==> src/rtl/shift_unit_seq.sv <==
// Sequential shifter: one bit per clock, logical/arithmetic/rotate, busy/done handshake.
// Optional sticky output enabled by defining SHIFT_STICKY_EN.
module shift_unit_seq #(
  parameter int WIDTH = 4,
  parameter int AMT_W = 3
) (
  input  logic             clk,
  input  logic             rst,
  input  logic             init,
  input  logic [WIDTH-1:0] data_in,
  input  logic [AMT_W-1:0] amount,
  input  logic             dir,
  input  logic [1:0]       mode,
`ifdef SHIFT_STICKY_EN
  output logic             sticky,
`endif
  output logic [WIDTH-1:0] result,
  output logic             busy,
  output logic             done
);

  typedef enum logic [1:0] {
    IDLE,
    SHIFT,
    DONE
  } state_e;

  state_e           state_q, state_d;
  logic [WIDTH-1:0] result_q, result_d;
  logic [AMT_W-1:0] count_q, count_d;
  logic             dir_q, dir_d;
  logic [1:0]       mode_q, mode_d;
  logic             init_prev_q, init_prev_d;
  logic             busy_q, busy_d;
  logic             done_q, done_d;
`ifdef SHIFT_STICKY_EN
  logic             sticky_q, sticky_d;
`endif

  logic             start;
  logic             rot;
  logic             ari;
  logic             fill;
  logic             out_bit;
  logic [WIDTH-1:0] stepped;

  assign start = (state_q == IDLE) && init && !init_prev_q;
  assign rot   = (mode_q == 2'b10);
  assign ari   = (mode_q == 2'b01);

  // Single-position step; mode 11 falls through to logical.
  always_comb begin
    fill    = 1'b0;
    out_bit = 1'b0;
    stepped = result_q;
    if (dir_q) begin
      out_bit = result_q[WIDTH-1];
      fill    = rot ? result_q[WIDTH-1] : 1'b0;
      stepped = {result_q[WIDTH-2:0], fill};
    end else begin
      out_bit = result_q[0];
      if (rot)
        fill = result_q[0];
      else if (ari)
        fill = result_q[WIDTH-1];
      stepped = {fill, result_q[WIDTH-1:1]};
    end
  end

  always_comb begin
    state_d     = state_q;
    result_d    = result_q;
    count_d     = count_q;
    dir_d       = dir_q;
    mode_d      = mode_q;
    init_prev_d = init;
`ifdef SHIFT_STICKY_EN
    sticky_d    = sticky_q;
`endif
    unique case (state_q)
      IDLE: begin
        if (start) begin
          result_d = data_in;
          dir_d    = dir;
          mode_d   = mode;
          count_d  = amount;
`ifdef SHIFT_STICKY_EN
          sticky_d = 1'b0;
`endif
          state_d  = (amount != '0) ? SHIFT : DONE;
        end
      end
      SHIFT: begin
        result_d = stepped;
        count_d  = count_q - AMT_W'(1);
`ifdef SHIFT_STICKY_EN
        sticky_d = sticky_q | (out_bit & !rot);
`endif
        if (count_q == AMT_W'(1))
          state_d = DONE;
      end
      DONE: state_d = IDLE;
      default: state_d = IDLE;
    endcase
    busy_d = (state_d == SHIFT);
    done_d = (state_d == DONE);
  end

  always_ff @(posedge clk) begin
    if (!rst) begin
      state_q     <= IDLE;
      result_q    <= '0;
      count_q     <= '0;
      dir_q       <= 1'b0;
      mode_q      <= 2'b00;
      init_prev_q <= 1'b1;
      busy_q      <= 1'b0;
      done_q      <= 1'b0;
`ifdef SHIFT_STICKY_EN
      sticky_q    <= 1'b0;
`endif
    end else begin
      state_q     <= state_d;
      result_q    <= result_d;
      count_q     <= count_d;
      dir_q       <= dir_d;
      mode_q      <= mode_d;
      init_prev_q <= init_prev_d;
      busy_q      <= busy_d;
      done_q      <= done_d;
`ifdef SHIFT_STICKY_EN
      sticky_q    <= sticky_d;
`endif
    end
  end

  assign result = result_q;
  assign busy   = busy_q;
  assign done   = done_q;
`ifdef SHIFT_STICKY_EN
  assign sticky = sticky_q;
`endif

endmodule

==> config.mk <==
export PLATFORM = sky130hd
export DESIGN_NAME = shift_unit_seq
export DESIGN_NICKNAME = d
export VERILOG_FILES = /design/src/rtl/shift_unit_seq.sv
export SDC_FILE = /design/constraint.sdc
export NUM_CORES = 1
export LEC_CHECK = 0
export CORE_MARGIN = 4
export CORE_UTILIZATION = 41
export DETAILED_ROUTE_END_ITERATION = 10
export PLACE_DENSITY_LB_ADDON = 0.2
export RECOVER_POWER = 25
export REMOVE_ABC_BUFFERS = 1
export SLEW_MARGIN = 5
export SYNTH_ARGS = -nofsm -noshare
export SYNTH_HDL_FRONTEND = slang
export SYNTH_SLANG_ARGS = --single-unit
==> constraint.sdc <==
create_clock -name clk -period 1.1 [get_ports clk]
set_input_delay 0.22 -clock clk [delete_from_list [all_inputs] [get_ports clk]]
set_output_delay 0.22 -clock clk [all_outputs]
set_load 0.02 [all_outputs]
# [Yosys cells after proc, flatten, opt, wreduce, memory -nomap -nowiden]
# Index checks and enable logic that the tools add are counted.
[totals] word_cells=39 register_bits=15
[op_classes] n_eq_ne=8 reduce_logical=9 n_mux=12 n_addsub=1
[op_table] op="$mux 4" n=2
[op_table] op="$pmux 4 s2" n=1
[op_table] op="$eq 2x1->1 const B" n=3
[op_table] op="$mux 2" n=3
[op_table] op="$pmux 3 s2" n=1
[op_table] op="$eq 2x2->1 const B" n=2
[op_table] op="$ne 4x4->1 const B" n=1
[op_table] op="$pmux 2 s2" n=1
[op_table] op="$reduce_and 2->1" n=2
[op_table] op="$eq 3x1->1 const B" n=1
[op_table] op="$mux 1" n=3
[op_table] op="$mux 3" n=1
[op_table] op="$reduce_and 3->1" n=1
[op_table] op="$reduce_bool 3->1" n=1
[op_table] op="$sub 3x1->3 const B" n=1
[op_table] op="$logic_and 1x1->1" n=2
[op_table] op="$logic_not 2->1" n=1
[op_table] op="$ne 2x2->1 const B" n=1
[op_table] op="$reduce_bool 2->1" n=1
[op_table] op="$logic_not 1->1" n=1

# [Longest topological paths before layout]
# Gate-level depths: netlist (run 1).
[depth] depth_word=6 ltp_mapped=5 ltp_nobuf=5

# [Worst setup path after synthesis (run 1)]
# OpenSTA, ideal clock, no wires.
[synth_path] path_type="reg-to-reg" start="reg init_prev_q" end="reg count_q[0]" t_arrival_ns=1.030 setup_slack_ns=-0.053 period_less_slack_ns=1.153 n_path_buf=0 stages_incl_launch_ff=5 required_time_ns=0.977 path_cell_list="dfxtp_1 > nand2b_1 > a21o_1 > a221oi_1 > nor2b_1"
[synth_between] elab_chain_len=4
[synth_rtl] element="from (decl)" line="33" text="logic init_prev_q, init_prev_d;"
[synth_rtl] element="from (signal assigned)" line="128" text="init_prev_q <= init_prev_d;"
[synth_rtl] element="$logic_not 1->1" line="47" text="assign start = (state_q == IDLE) && init && !init_prev_q;"
[synth_rtl] element="$logic_and 1x1->1" line="47"
[synth_rtl] element="$ne 2x2->1 (no source line)"
[synth_rtl] element="$reduce_and 2->1 (no source line)"
[synth_rtl] element="to (signal assigned)" line="125" text="count_q <= count_d;"
[synth_rtl] element="to (decl)" line="30" text="logic [AMT_W-1:0] count_q, count_d;"
# No other way between the ends.
# A chain may end at the register's enable or synchronous reset.

# [Final worst setup path (run 1)]
[layout_path] start="reg state_q[0]" end="reg dir_q"
[layout_between] elab_chain_len=4
[layout_rtl] element="from (decl)" line="28" text="state_e state_q, state_d;"
[layout_rtl] element="from (signal assigned)" line="123" text="state_q <= state_d;"
[layout_rtl] element="$logic_not 2->1 *" line="47, 80"
[layout_rtl] element="$logic_and 1x1->1 (2 in a row)" line="47"
[layout_rtl] element="$reduce_and 2->1 (no source line) *"
[layout_rtl] element="to (signal assigned)" line="126" text="dir_q <= dir_d;"
[layout_rtl] element="to (decl)" line="31" text="logic dir_q, dir_d;"
# Mark *: on every way between the ends. The rest lies on a longest branch, timed or not.

==> impl_metrics.csv, run 1 <==
group,metric,value,unit
run_status,status,"complete, but fails checks",
run_status,violations,"setup timing",
cts,cts_tree,"done",
power_and_ir_drop,p_switching,359,uW
drt,vias,714,
hold_path,worstHoldEndpoint,"init_prev_q",
logic_synthesis,synth_seq_area_share,40.8,%
sta,setup_ws,-0.0805,ns
drt,routed_via_density,4.96,
logic_synthesis,postSynthAreaPerCell,8.76,um^2
drt,firstDrtPassIters,4,
sta,worst_slew_margin_rel,79.7,%
place,placedCellCount,137,
layout,finish.instance_area,1150,um^2
grt,grt_pass1_wl,3.17,mm
grt,grtUsageTotal,16.9,%
layout,multi_input_area,467,um^2
cts,numCtsBuffers,3,
logic_synthesis,synth_mux_area_share,8.16,%
drt,post_drt_wl_per_cell,13.3,um
logic_synthesis,synthSimpleGateAreaFrac,23.6,%
drt,wl,1.91,mm
power_and_ir_drop,p_comb_share,24.9,%
floorplan,die_width,50.4,um
layout,seqCellArea,314,um^2
cts,cts_root_buffer,"clkbuf_4",
sta,skew,0.00171,ns
power_and_ir_drop,total_leakage_power,0.471,nW
hold_path,hp-class,"in -> reg",
logic_synthesis,yosys.area_share.adder,3.40,%
floorplan,fp-row-count,15,
layout,diodes,0,
floorplan,die_y,50.4,um
drt,remaining_drc_errors,0,
logic_synthesis,synth_xor_area_share,0,%
sta,setup_viol,10,
place,placed_cell_area,1040,um^2
cts,htree_levels,1,
floorplan,dieArea,2540,um^2
power_and_ir_drop,vdd_ir_drop_max,0.000639,V
drt,drtIter0Drc,6,
setup_path,rr_worst_depth,5,
layout,final_nets,135,
job,drv_cap,0,
cts,clock_sinks,15,
place,place_ws,-0.462,ns
logic_synthesis,yosys_warnings,0,
sta,fin_crit,1.18,ns
cts,clockBufferDepth,2,
logic_synthesis,synth-edff-count,0,
power_and_ir_drop,pwr-share-clk,27.0,%
layout,area_delta_synth_final,56.0,%
setup_path,worst_ep_required_time,1.30,ns
layout,final_layout_size_suffix_gt1_share,37.8,%
cts,clk_pin_slew,0.09,ns
cts,worstSkewPairLatency,0.30,ns
setup_path,criticalPathCategory,"reg -> reg",
setup_path,cp_max_fo,8,
grt,antenna_found_initial,0,
logic_synthesis,synth_top_family_by_area,"simple AND/OR/NAND/NOR gates",
cts,cts.hold.buffers_added,0,
power_and_ir_drop,p_int,876,uW
grt,grt_pass1_vias,733,
hold_path,hold_depth,3,
grt,grt_start_max_net_pins,10,
logic_synthesis,synthCells,84,
logic_synthesis,synth-compound-area-share,18.7,%
grt,grt_overflow,0,
layout,n_fill_cell,138,
place,dp_hpwl,1.35,mm
setup_path,r2r-start,"state_q[0]",
hold_path,hp-start,"init",
power_and_ir_drop,powerDensity,1080,nW/um^2
floorplan,start_util,43.1,%
setup_path,end_kind,"flip-flop",
power_and_ir_drop,p_sw_share,29.1,%
setup_path,rrSetupSlack,-0.08,ns
sta,fmax,847,MHz
layout,final_cell_mix,"nand2_1 (12), buf_4 (12), clkdlybuf4s50_1 (11)",
logic_synthesis,ys_seq_elements,15,
logic_synthesis,synthArstFlopShare,0,%
layout,final_cell_count_no_fill,144,
sta,worst_slew_pin_slew,0.304,ns
setup_path,start_kind,"flip-flop",
power_and_ir_drop,finalPower,1.23,mW
setup_path,critical_path.reg2reg.endpoint,"dir_q",
sta,rsz0062_at_grt,"true",
sta,maxSlewViolCount,0,
logic_synthesis,synth_flop_cell,"dfxtp_1",
place,io_buffers,18,
power_and_ir_drop,sequentialPowerShare,48.2,%
floorplan,coreArea,1710,um^2
drt,ant_nets,0,
logic_synthesis,synth_cell_types,30,
sta,finalHoldViolCount,0,
logic_synthesis,syn_area,736,um^2
setup_path,cp.arrival,1.38,ns
sta,finalCritPeriodShare,107,%
place,place.gp.congestion,0.829,
floorplan,ioPinCount,19,
worst max path at each step:
stage	start	endpoint	slack, ns
finish	state_q[0]	dir_q	-0.08
global route	state_q[0]	mode_q[0]	-0.16
CTS	init_prev_q	dir_q	-0.09
detailed placement	init	count_q[0]	-0.46
global placement	init	count_q[0]	-0.43
floorplan	state_q[0]	count_q[0]	-0.08
per-stage QoR:
step	hold slack (ns)	util (%)	setup TNS, ns
after floorplan	0.293	-	-0.368
after global placement	0.486	61.0	-4.96
after detailed placement	0.494	61.0	-5.45
after CTS	0.420	63.4	-0.402
after global routing	0.457	67.2	-1.26
final	0.435	67.2	-0.473
routing by layer:
| layer | routed length (um) | share of wire [%] | GRT usage [%] | vias up |
|---|---|---|---|---|
| met5 | 0 | 0 | 0 | - |
| li1 | - | - | - | 367 |
| met3 | 102 | 5.3 | 5.34 | 5 |
| met2 | 916 | 48 | 30.2 | 15 |
| met4 | 36 | 1.9 | 8.07 | 0 |
| met1 | 855 | 45 | 17.6 | 327 |
sequential cells by signal, summed over array words and instances, names as in the netlist:
| register | cells |
|---|---|
| result | 4 |
| dir_q | 1 |
| mode_q | 2 |
| count_q | 3 |
| busy | 1 |
| done | 1 |
| state_q | 2 |
| init_prev_q | 1 |
repair_timing:
item / 4_1_cts / 5_1_grt
pin swaps: 1 / 6
endpoints found under the setup margin: 20 / 16
gates cloned: 0 / 0
buffers inserted: 0 / 3
resized for setup: 32 / 17
power by group through the flow:
stage,clock network [mW],logic (mW),registers [mW]
floorplan,0,0.103,0.627
global placement,0,0.267,0.607
detailed placement,0,0.274,0.607
CTS,0.339,0.274,0.594
global route,0.362,0.333,0.600
finish,0.333,0.307,0.594
critical path, stage by stage, from the launching register on:
cell	delay (ns)
dfxtp_4	0.37
buf_6	0.12
nor3_4	0.20
buf_12	0.15
mux2i_1	0.17
nor2b_1	0.07
cells by family (layout without fill, tap and decap cells):
| family | count (synthesis) | after routing |
|---|---|---|
| muxes | 6 | 6 |
| DFF | 15 | 15 |
| AOI/OAI and AO/OA | 20 | 20 |
| adders and majority gates | 2 | 2 |
| buffers and inverters | 9 | 44 |
| and+or+nand+nor | 32 | 32 |
layout make-up:
| class | instances | area share, % |
|---|---|---|
| Clock buffer | 3 | 1.96 |
| Inverter | 6 | 1.96 |
| Sequential cell | 15 | 27.4 |
| Multi-Input combinational cell | 60 | 40.7 |
| Timing Repair Buffer | 34 | 24.9 |
| Tap cell | 25 | 2.73 |
| Clock inverter | 1 | 0.436 |
synth_stat cells (2+ instances only):
master    instances  area [um^2]
nand2b_1          5         31.3
inv_1             5         18.8
nor2b_1           6         37.5
nor2_1            3         11.3
ha_1              2         25.0
mux2i_1           6         60.1
dfxtp_1          15          300
a21oi_1           3         15.0
o22ai_1           2         12.5
a21o_1            2         15.0
a31oi_1           2         12.5
o21ai_0           3         15.0
nand2_1          12         45.0
nor3_1            2         10.0
Note: power is estimated with default switching activity, not from simulation.
==> inputs of run 2 (changes only) <==
Settings changed: CTS_CLUSTER_SIZE set to 16.
==> results of run 2 <==
No change in the layout: final DEF, timing and power equal those of run 1.
